===== src/rtl/fcpu_pkg.sv =====
// Shared core types: 2-bit saturating branch counter encoding and its update rule.
package fcpu_pkg;

  localparam int CRAM_ADDR_W = 16;

  typedef enum logic [1:0] {
    BP_SNT = 2'b00,
    BP_WNT = 2'b01,
    BP_WT  = 2'b10,
    BP_ST  = 2'b11
  } bp_ctr_t;

  localparam bp_ctr_t BP_CTR_RESET = BP_WNT;

  function automatic bp_ctr_t bp_ctr_next(input bp_ctr_t ctr, input logic taken);
    bp_ctr_t nxt;
    case (ctr)
      BP_SNT:  nxt = taken ? BP_WNT : BP_SNT;
      BP_WNT:  nxt = taken ? BP_WT  : BP_SNT;
      BP_WT:   nxt = taken ? BP_ST  : BP_WNT;
      BP_ST:   nxt = taken ? BP_ST  : BP_WT;
      default: nxt = BP_CTR_RESET;
    endcase
    return nxt;
  endfunction

endpackage


===== src/rtl/bp_counter_table.sv =====
// Flop array of 2-bit direction counters: one async read port, one read-modify-write
// update port that applies the saturating step to the entry's current value.
module bp_counter_table
  import fcpu_pkg::*;
#(
  parameter int TABLE_BITS = 6
) (
  input  logic                  clk,
  input  logic                  nrst,
  input  logic [TABLE_BITS-1:0] rd_idx,
  output logic [1:0]            rd_ctr,
  input  logic                  wr_en,
  input  logic [TABLE_BITS-1:0] wr_idx,
  input  logic                  wr_taken
);

  localparam int ENTRIES = 1 << TABLE_BITS;

  bp_ctr_t ctr_r [ENTRIES];

  // Counter storage; updates read the entry's stored value so back-to-back updates chain.
  always_ff @(posedge clk or negedge nrst) begin
    if (!nrst) begin
      for (int i = 0; i < ENTRIES; i++) begin
        ctr_r[i] <= BP_CTR_RESET;
      end
    end else if (wr_en) begin
      ctr_r[wr_idx] <= bp_ctr_next(ctr_r[wr_idx], wr_taken);
    end
  end

  // No bypass: a same-cycle lookup sees the pre-update value.
  assign rd_ctr = ctr_r[rd_idx];

endmodule


===== src/rtl/branch_predictor.sv =====
// Bimodal/gshare direction predictor with resolve-time training and hit/miss statistics.
// Define BP_GSHARE_EN to XOR a non-speculative global history register into both indices.
module branch_predictor
  import fcpu_pkg::*;
#(
  parameter int TABLE_BITS = 6,
  parameter int STAT_W     = 32
) (
  input  logic                   clk,
  input  logic                   nrst,
  input  logic                   ce,
  input  logic [CRAM_ADDR_W-1:0] lookup_pc,
  output logic                   take_flag,
  input  logic                   res_valid,
  input  logic [CRAM_ADDR_W-1:0] res_pc,
  input  logic                   res_taken,
  input  logic                   res_pred,
  input  logic                   stat_clr,
  output logic [STAT_W-1:0]      stat_total,
  output logic [STAT_W-1:0]      stat_miss
);

  localparam logic [STAT_W-1:0] STAT_MAX = {STAT_W{1'b1}};
  localparam logic [STAT_W-1:0] STAT_ONE = {{(STAT_W-1){1'b0}}, 1'b1};
  localparam logic [STAT_W-1:0] STAT_ZERO = {STAT_W{1'b0}};

  logic [TABLE_BITS-1:0] li_s;
  logic [TABLE_BITS-1:0] ui_s;
  logic [TABLE_BITS-1:0] rd_idx_s;
  logic [TABLE_BITS-1:0] wr_idx_s;
  logic [1:0]            rd_ctr_s;
  logic                  upd_s;
  logic                  unused_pc_s;
  logic [STAT_W-1:0]     stat_total_r;
  logic [STAT_W-1:0]     stat_miss_r;

  // Fetch addresses are word aligned, so the two low bits carry no index information.
  assign li_s  = lookup_pc[TABLE_BITS+1:2];
  assign ui_s  = res_pc[TABLE_BITS+1:2];
  assign upd_s = ce & res_valid;
  assign unused_pc_s = ^{lookup_pc[CRAM_ADDR_W-1:TABLE_BITS+2], lookup_pc[1:0],
                         res_pc[CRAM_ADDR_W-1:TABLE_BITS+2], res_pc[1:0], rd_ctr_s[0]};

`ifdef BP_GSHARE_EN
  logic [TABLE_BITS-1:0] ghr_r;

  // Global history; only resolved outcomes shift in, and the table update uses the pre-shift value.
  always_ff @(posedge clk or negedge nrst) begin
    if (!nrst) begin
      ghr_r <= {TABLE_BITS{1'b0}};
    end else if (upd_s) begin
      ghr_r <= {ghr_r[TABLE_BITS-2:0], res_taken};
    end
  end

  assign rd_idx_s = li_s ^ ghr_r;
  assign wr_idx_s = ui_s ^ ghr_r;
`else
  assign rd_idx_s = li_s;
  assign wr_idx_s = ui_s;
`endif

  bp_counter_table #(
    .TABLE_BITS (TABLE_BITS)
  ) u_table (
    .clk      (clk),
    .nrst     (nrst),
    .rd_idx   (rd_idx_s),
    .rd_ctr   (rd_ctr_s),
    .wr_en    (upd_s),
    .wr_idx   (wr_idx_s),
    .wr_taken (res_taken)
  );

  assign take_flag = rd_ctr_s[1];

  // Saturating statistics; clear wins over a same-cycle resolution.
  always_ff @(posedge clk or negedge nrst) begin
    if (!nrst) begin
      stat_total_r <= STAT_ZERO;
      stat_miss_r  <= STAT_ZERO;
    end else if (ce) begin
      if (stat_clr) begin
        stat_total_r <= STAT_ZERO;
        stat_miss_r  <= STAT_ZERO;
      end else if (res_valid) begin
        if (stat_total_r != STAT_MAX) begin
          stat_total_r <= stat_total_r + STAT_ONE;
        end
        if ((res_pred != res_taken) && (stat_miss_r != STAT_MAX)) begin
          stat_miss_r <= stat_miss_r + STAT_ONE;
        end
      end
    end
  end

  assign stat_total = stat_total_r;
  assign stat_miss  = stat_miss_r;

endmodule


===== config.mk =====
export PLATFORM = sky130hd
export DESIGN_NAME = branch_predictor
export DESIGN_NICKNAME = d
export VERILOG_FILES = /design/src/rtl/fcpu_pkg.sv /design/src/rtl/bp_counter_table.sv /design/src/rtl/branch_predictor.sv
export SDC_FILE = /design/constraint.sdc
export NUM_CORES = 1
export LEC_CHECK = 0
export CAP_MARGIN = 20
export CORE_ASPECT_RATIO = 2
export CORE_MARGIN = 1
export CORE_UTILIZATION = 34
export CTS_CLUSTER_DIAMETER = 200
export CTS_CLUSTER_SIZE = 30
export DETAILED_ROUTE_END_ITERATION = 10
export PLACE_DENSITY_LB_ADDON = 0.08
export SYNTH_ARGS = -nofsm -noshare
export SYNTH_HDL_FRONTEND = slang
export SYNTH_SLANG_ARGS = --single-unit

===== constraint.sdc =====
create_clock -name clk -period 3.5 [get_ports clk]
set_input_delay 0.7 -clock clk [delete_from_list [all_inputs] [get_ports clk]]
set_output_delay 0.7 -clock clk [all_outputs]
set_load 0.005 [all_outputs]

Word-level counts from Yosys, hierarchy flattened
Cells that the tools add are included.

Logic and storage cells: 109. Bits in registers: 192. Output and inout bits: 65. Input bits: 39.

Add/sub/neg operators: 2. Magnitude comparators: 3. Bitwise logic cells: 3. Eq/ne operators: 6. Reductions and logical operators: 8. Muxes and demuxes: 21.

Operator list (number): 32-bit two-way mux (6); 128-bit bitwise mux (1); 32-bit by 1-bit adder with 32-bit output, second input constant (2); 32-bit != test, second input constant (2); 2-bit binary-select mux with 6-bit select (2); 2-bit two-way mux (8); 7-bit greater-or-equal comparator, second input constant (2); 6-bit NOT with 7-bit output (2); 2-bit demux with 6-bit select (1); 2-bit one-hot mux with 4 select lines (1); 7-bit by 1-bit < comparator with 1-bit output, second input constant (1); 3-bit AND reduction (2); 2-bit nonzero test (3); 2-bit == test, second input constant (2); 2-bit by 1-bit == test with 1-bit output, second input constant (1); 1-bit logical AND (2); 2-bit logical NOT (1); 1-bit two-way mux (2); 1-bit AND (1); 1-bit != test (1).

Depth between registers and ports, before layout
Depth in word-level cells: 8. Mapped depth: 12. Gate-level depth less buffers: 8.

Modules after synthesis
Synthesis repeated with hierarchy kept, for this count alone.

Cells, all modules: 1165. Area total of the unflattened synthesis: 11727.5 um^2.

By module, submodules not included: bp_counter_table (times used 1, area each 7450.9 um^2, sequential area each 3283.1 um^2, cells an instance 686); branch_predictor (times used 1, area each 4276.6 um^2, sequential area each 1601.5 um^2, cells an instance 479).

Worst setup path after synthesis
OpenSTA, ideal clock, no wires.

Path type: input to output. Start: in lookup_pc[2]. End: out take_flag. Arrival time: 2.867 ns. Cell stages on the path: 5. Required time: 2.800 ns. Slack: -0.067 ns. Buffers on the path: 2. Path through: clkbuf_1 -> buf_2 -> mux4_2 -> mux4_2 -> mux4_2.

Longest elaborated chain between the ends: 4.

Ends and longest elaborated chain: start, declared (RTL line branch_predictor.sv:12) `input logic [CRAM_ADDR_W-1:0] lookup_pc,`; 6-bit NOT with 7-bit output (implied by the code) (RTL line bp_counter_table.sv:33) `assign rd_ctr = ctr_r[rd_idx];`; 2-bit binary-select mux with 6-bit select (RTL line bp_counter_table.sv:33); 2-bit two-way mux (implied by the code) (2 in series) (RTL line bp_counter_table.sv:33); end, declared (RTL line branch_predictor.sv:13) `output logic take_flag,`.

Every way passes these cells. The select of a mux whose other input is x is not followed.

Final worst setup path
Ends and elaborated chain as after synthesis.

==> impl_metrics.xml <==
<?xml version="1.0" encoding="UTF-8"?>
<metrics>
  <group name="grt">
    <metric name="grtUsageTotal" unit="">0.2172</metric>
    <metric name="grt_remaining_overflow" unit="">0</metric>
    <metric name="grt_start_max_net_pins" unit="">93</metric>
    <metric name="wire_length_of_the_first_global_routing_pass" unit="µm">50330</metric>
    <metric name="first_global_vias" unit="">8423</metric>
    <metric name="antenna_violations_before_repair" unit="">0</metric>
  </group>
  <group name="critical_path">
    <metric name="worst_setup_path_start_kind" unit="">primary input</metric>
    <metric name="worst_path_largest_cell_delay" unit="ns">0.50</metric>
    <metric name="critical_path.endpoint_type" unit="">output port</metric>
    <metric name="cp.buffers_inverters" unit="">3</metric>
    <metric name="timing.critical_path.mode_cell" unit="">sky130_fd_sc_hd__mux4_2</metric>
    <metric name="worstPathArrival" unit="ns">2.72</metric>
    <metric name="cp_top_family" unit="">multiplexers</metric>
    <metric name="cp.required" unit="ns">2.80</metric>
    <metric name="reg2reg_slack" unit="ns">0.88</metric>
    <metric name="critPathSlowestCell" unit="">sky130_fd_sc_hd__mux4_2</metric>
    <metric name="path_max_fanout" unit="">8</metric>
    <metric name="crit_path_cell_trace" unit="">buf_6 -&gt; buf_12 -&gt; mux4_2 -&gt; mux4_2 -&gt; mux4_2 -&gt; dlygate4sd2_1</metric>
    <metric name="timing_worst_setup_path_type" unit="">primary input to output port</metric>
  </group>
  <group name="placed_design">
    <metric name="place.gp.congestion" unit="">0.8171</metric>
    <metric name="post-dp-hpwl" unit="µm">22460</metric>
    <metric name="placedCellCount" unit="">1480</metric>
    <metric name="post_dp_cell_area" unit="µm²">11790</metric>
    <metric name="io_buf_count" unit="">83</metric>
  </group>
  <group name="sta">
    <metric name="rsz0062_at_grt" unit="">false</metric>
    <metric name="max_freq" unit="GHz">0.2920</metric>
    <metric name="max_slew_margin" unit="">0.5691</metric>
    <metric name="timing_max_transition_violations_final" unit="">0</metric>
    <metric name="timing.final.setup_violations" unit="">0</metric>
    <metric name="min_clock_period_post_route" unit="ns">3.425</metric>
    <metric name="hold_ws" unit="ns">0.1214</metric>
    <metric name="worst_max_slew_pin_slew" unit="ns">0.6464</metric>
    <metric name="hold_viol_final" unit="">0</metric>
    <metric name="layout_worst_path_cycle_share" unit="">0.9785</metric>
    <metric name="timing.clock.skew" unit="ns">0.01036</metric>
  </group>
  <group name="floorplan">
    <metric name="core.rowCount" unit="">89</metric>
    <metric name="ios" unit="">104</metric>
    <metric name="initial_core_util" unit="">0.3455</metric>
    <metric name="core_area" unit="µm²">29510</metric>
    <metric name="die_h" unit="µm">246.9</metric>
    <metric name="die-area" unit="µm²">30720</metric>
    <metric name="chipWidth" unit="µm">124.4</metric>
  </group>
  <group name="layout">
    <metric name="regArea" unit="µm²">4885</metric>
    <metric name="post-route-cell-area" unit="µm²">12450</metric>
    <metric name="synth_to_layout_area_growth" unit="%">22.16</metric>
    <metric name="num-fill-cells" unit="">2849</metric>
    <metric name="drive_gt1_frac" unit="">0.1983</metric>
    <metric name="final-instance-count-excl-fill" unit="">1514</metric>
    <metric name="multi_input_area" unit="µm²">4926</metric>
    <metric name="finish.net_count" unit="">1178</metric>
    <metric name="n_antenna_cell" unit="">0</metric>
  </group>
  <group name="clock_tree">
    <metric name="tritoncts" unit="">done</metric>
    <metric name="clock_sink_count" unit="">192</metric>
    <metric name="cts_inserted_buffers" unit="">17</metric>
    <metric name="cts-hold-fix-buffers" unit="">0</metric>
    <metric name="h-tree-depth" unit="">4</metric>
    <metric name="clock_input_transition_at_the_sequential_cells_of_the_worst_setup_and_hold_paths" unit="ns">0.07</metric>
    <metric name="clock_path_buffers" unit="">2</metric>
    <metric name="clock_latency" unit="ns">0.45</metric>
    <metric name="clock-root-buffer" unit="">sky130_fd_sc_hd__clkbuf_16</metric>
  </group>
  <group name="worst_hold_path">
    <metric name="hold_class" unit="">primary input to async pin</metric>
  </group>
  <group name="yosys">
    <metric name="synth_warnings" unit="">0</metric>
    <metric name="post_synth_instance_area" unit="µm²">10190</metric>
    <metric name="syn_inst" unit="">1043</metric>
    <metric name="ys_seq_elements" unit="">192</metric>
    <metric name="syn_nets" unit="">1084</metric>
    <metric name="yosysSeqAreaShare" unit="">0.4791</metric>
    <metric name="netlist-cell-type-count" unit="">57</metric>
    <metric name="async_reset_ff_frac" unit="">1.000</metric>
    <metric name="avgSynthCellArea" unit="µm²">9.774</metric>
    <metric name="number_of_enable_flip_flop_cells_after_synthesis" unit="">0</metric>
    <metric name="primary_ff_master_synth" unit="">sky130_fd_sc_hd__dfrtp_1</metric>
  </group>
  <group name="power_and_ir_drop">
    <metric name="max-vdd-ir-drop" unit="mV">0.3053</metric>
    <metric name="power.density" unit="nW/µm²">440.4</metric>
    <metric name="total_power" unit="mW">5.485</metric>
    <metric name="total_leakage_power" unit="nW">4.886</metric>
  </group>
  <group name="routing">
    <metric name="detail_route.drc_violations" unit="">0</metric>
    <metric name="first_iter_violations" unit="">495</metric>
    <metric name="drt_first_pass_iters" unit="">5</metric>
    <metric name="routed_wire_length_per_instance" unit="µm">20.95</metric>
    <metric name="ant_nets" unit="">0</metric>
    <metric name="totalWireLength" unit="µm">31720</metric>
    <metric name="via_count" unit="">8152</metric>
    <metric name="viasPerCell" unit="">5.384</metric>
  </group>
  <group name="status">
    <metric name="outcome" unit="">finished, final reports clean</metric>
  </group>
  <group name="run">
    <metric name="timing.max_cap.violations" unit="">0</metric>
  </group>
</metrics>
[final cells by class]
cell class / instances / area share
multi-input cells: 769 / 0.3955
flip-flops and latches: 192 / 0.3922
repair buffers: 142 / 0.1221
clock buffers: 20 / 0.03667
well taps: 364 / 0.03657
clock inverters: 12 / 0.01246
inverters: 15 / 0.004521
[cells in the mapped netlist, drive strengths merged (2+ instances only)]
cell type,n,share of area
xor2,22,0.019
and2,6,0.0037
and3b,3,0.0026
mux2,3,0.0033
nand2,156,0.057
nor4,8,0.0049
xnor2,34,0.029
a22oi,6,0.0044
mux2i,8,0.0079
ha,2,0.0025
o211ai,3,0.0022
a22o,2,0.0017
dfstp,64,0.16
or3b,2,0.0017
inv,15,0.0055
nor2,163,0.060
clkbuf,34,0.013
a31oi,19,0.012
o31ai,8,0.0079
nand4,19,0.012
nor3,18,0.0088
and4,9,0.0077
nand3,25,0.012
nor2b,4,0.0025
nand2b,4,0.0025
mux4,48,0.11
or3,9,0.0055
a21oi,73,0.036
o21ai,74,0.037
dfrtp,128,0.31
buf,33,0.021
o21a,2,0.0015
and3,14,0.0086
nor3b,5,0.0047
o22ai,3,0.0018
a21boi,2,0.0015
nand3b,3,0.0022
[where the power goes]
| group | total (mW) | internal [mW] | switching (mW) |
|---|---|---|---|
| clock network | 2.08 | 1.17 | 0.908 |
| logic | 0.793 | 0.383 | 0.409 |
| registers | 2.62 | 2.45 | 0.170 |
[stage by stage]
step / util / worst slack (ns) / setup TNS, ns
2_1_floorplan: - / 0.02551 / 0
3_3_place_gp: 0.3994 / -0.5665 / -0.5665
3_5_place_dp: 0.3994 / -0.5956 / -0.5956
4_1_cts: 0.4221 / 0.01552 / 0
5_1_grt: 0.4220 / 0.01794 / 0
6_report: 0.4220 / 0.07516 / 0
[cells in the final DEF, fill, tap and decap left out, drive strengths merged, types with 4 or more instances in the layout]
master and n:
buf 62, nor4 8, mux2i 8, xor2 22
clkdlybuf4s50 77, and2 6, and4 9, nor2b 4
o21ai 74, nand3 25, a22oi 6, nor2 163
nand2 156, a31oi 19, xnor2 34, mux4 48
clkbuf 21, and3 14, dfrtp 128, dfstp 64
nand2b 4, nand4 19, inv 18, o31ai 8
nor3 18, or3 9, clkinv 4, nor3b 5
a21oi 73
[sequential cells by signal (all words and copies together) (netlist names)]
signal and flops:
stat_miss 32, stat_total 32, u_table.ctr_r 128
[cells by family after synthesis]
| group | share of synthesized area |
|---|---|
| mux | 0.1172 |
| fa+ha+maj | 0.003559 |
| buf+inv | 0.03952 |
| simple gates | 0.1981 |
| compound gates | 0.1144 |
| xor+xnor | 0.04811 |
| flops | 0.4791 |
[routing by layer]
metal  wire (µm)  track usage
met5           0            0
met4        1580       0.1187
met2       17470       0.4012
met3         964      0.03743
met1       11710       0.2324
[path summary, 6_finish.rpt]
| path | startpoint | end | cells after the start |
|---|---|---|---|
| min | nrst | stat_miss[15]$_DFFE_PN0P_ | 1 |
| max in group asynchronous | nrst | u_table.ctr_r[114]$_DFFE_PN1P_ | 2 |
| max | lookup_pc[2] | take_flag | 6 |
| max reg2reg | u_table.ctr_r[61]$_DFFE_PN0P_ | u_table.ctr_r[30]$_DFFE_PN1P_ | 10 |
| min reg2reg | u_table.ctr_r[78]$_DFFE_PN1P_ | u_table.ctr_r[78]$_DFFE_PN1P_ | 2 |
| min in group clk | u_table.ctr_r[78]$_DFFE_PN1P_ | u_table.ctr_r[78]$_DFFE_PN1P_ | 2 |
[repair_timing]
item                                    in CTS  in global routing
setup buffers                                0                  0
resized for setup                           11                  3
cloned                                       2                  0
endpoints found under the setup margin       1                  1
(Power assumes the default switching activity.)
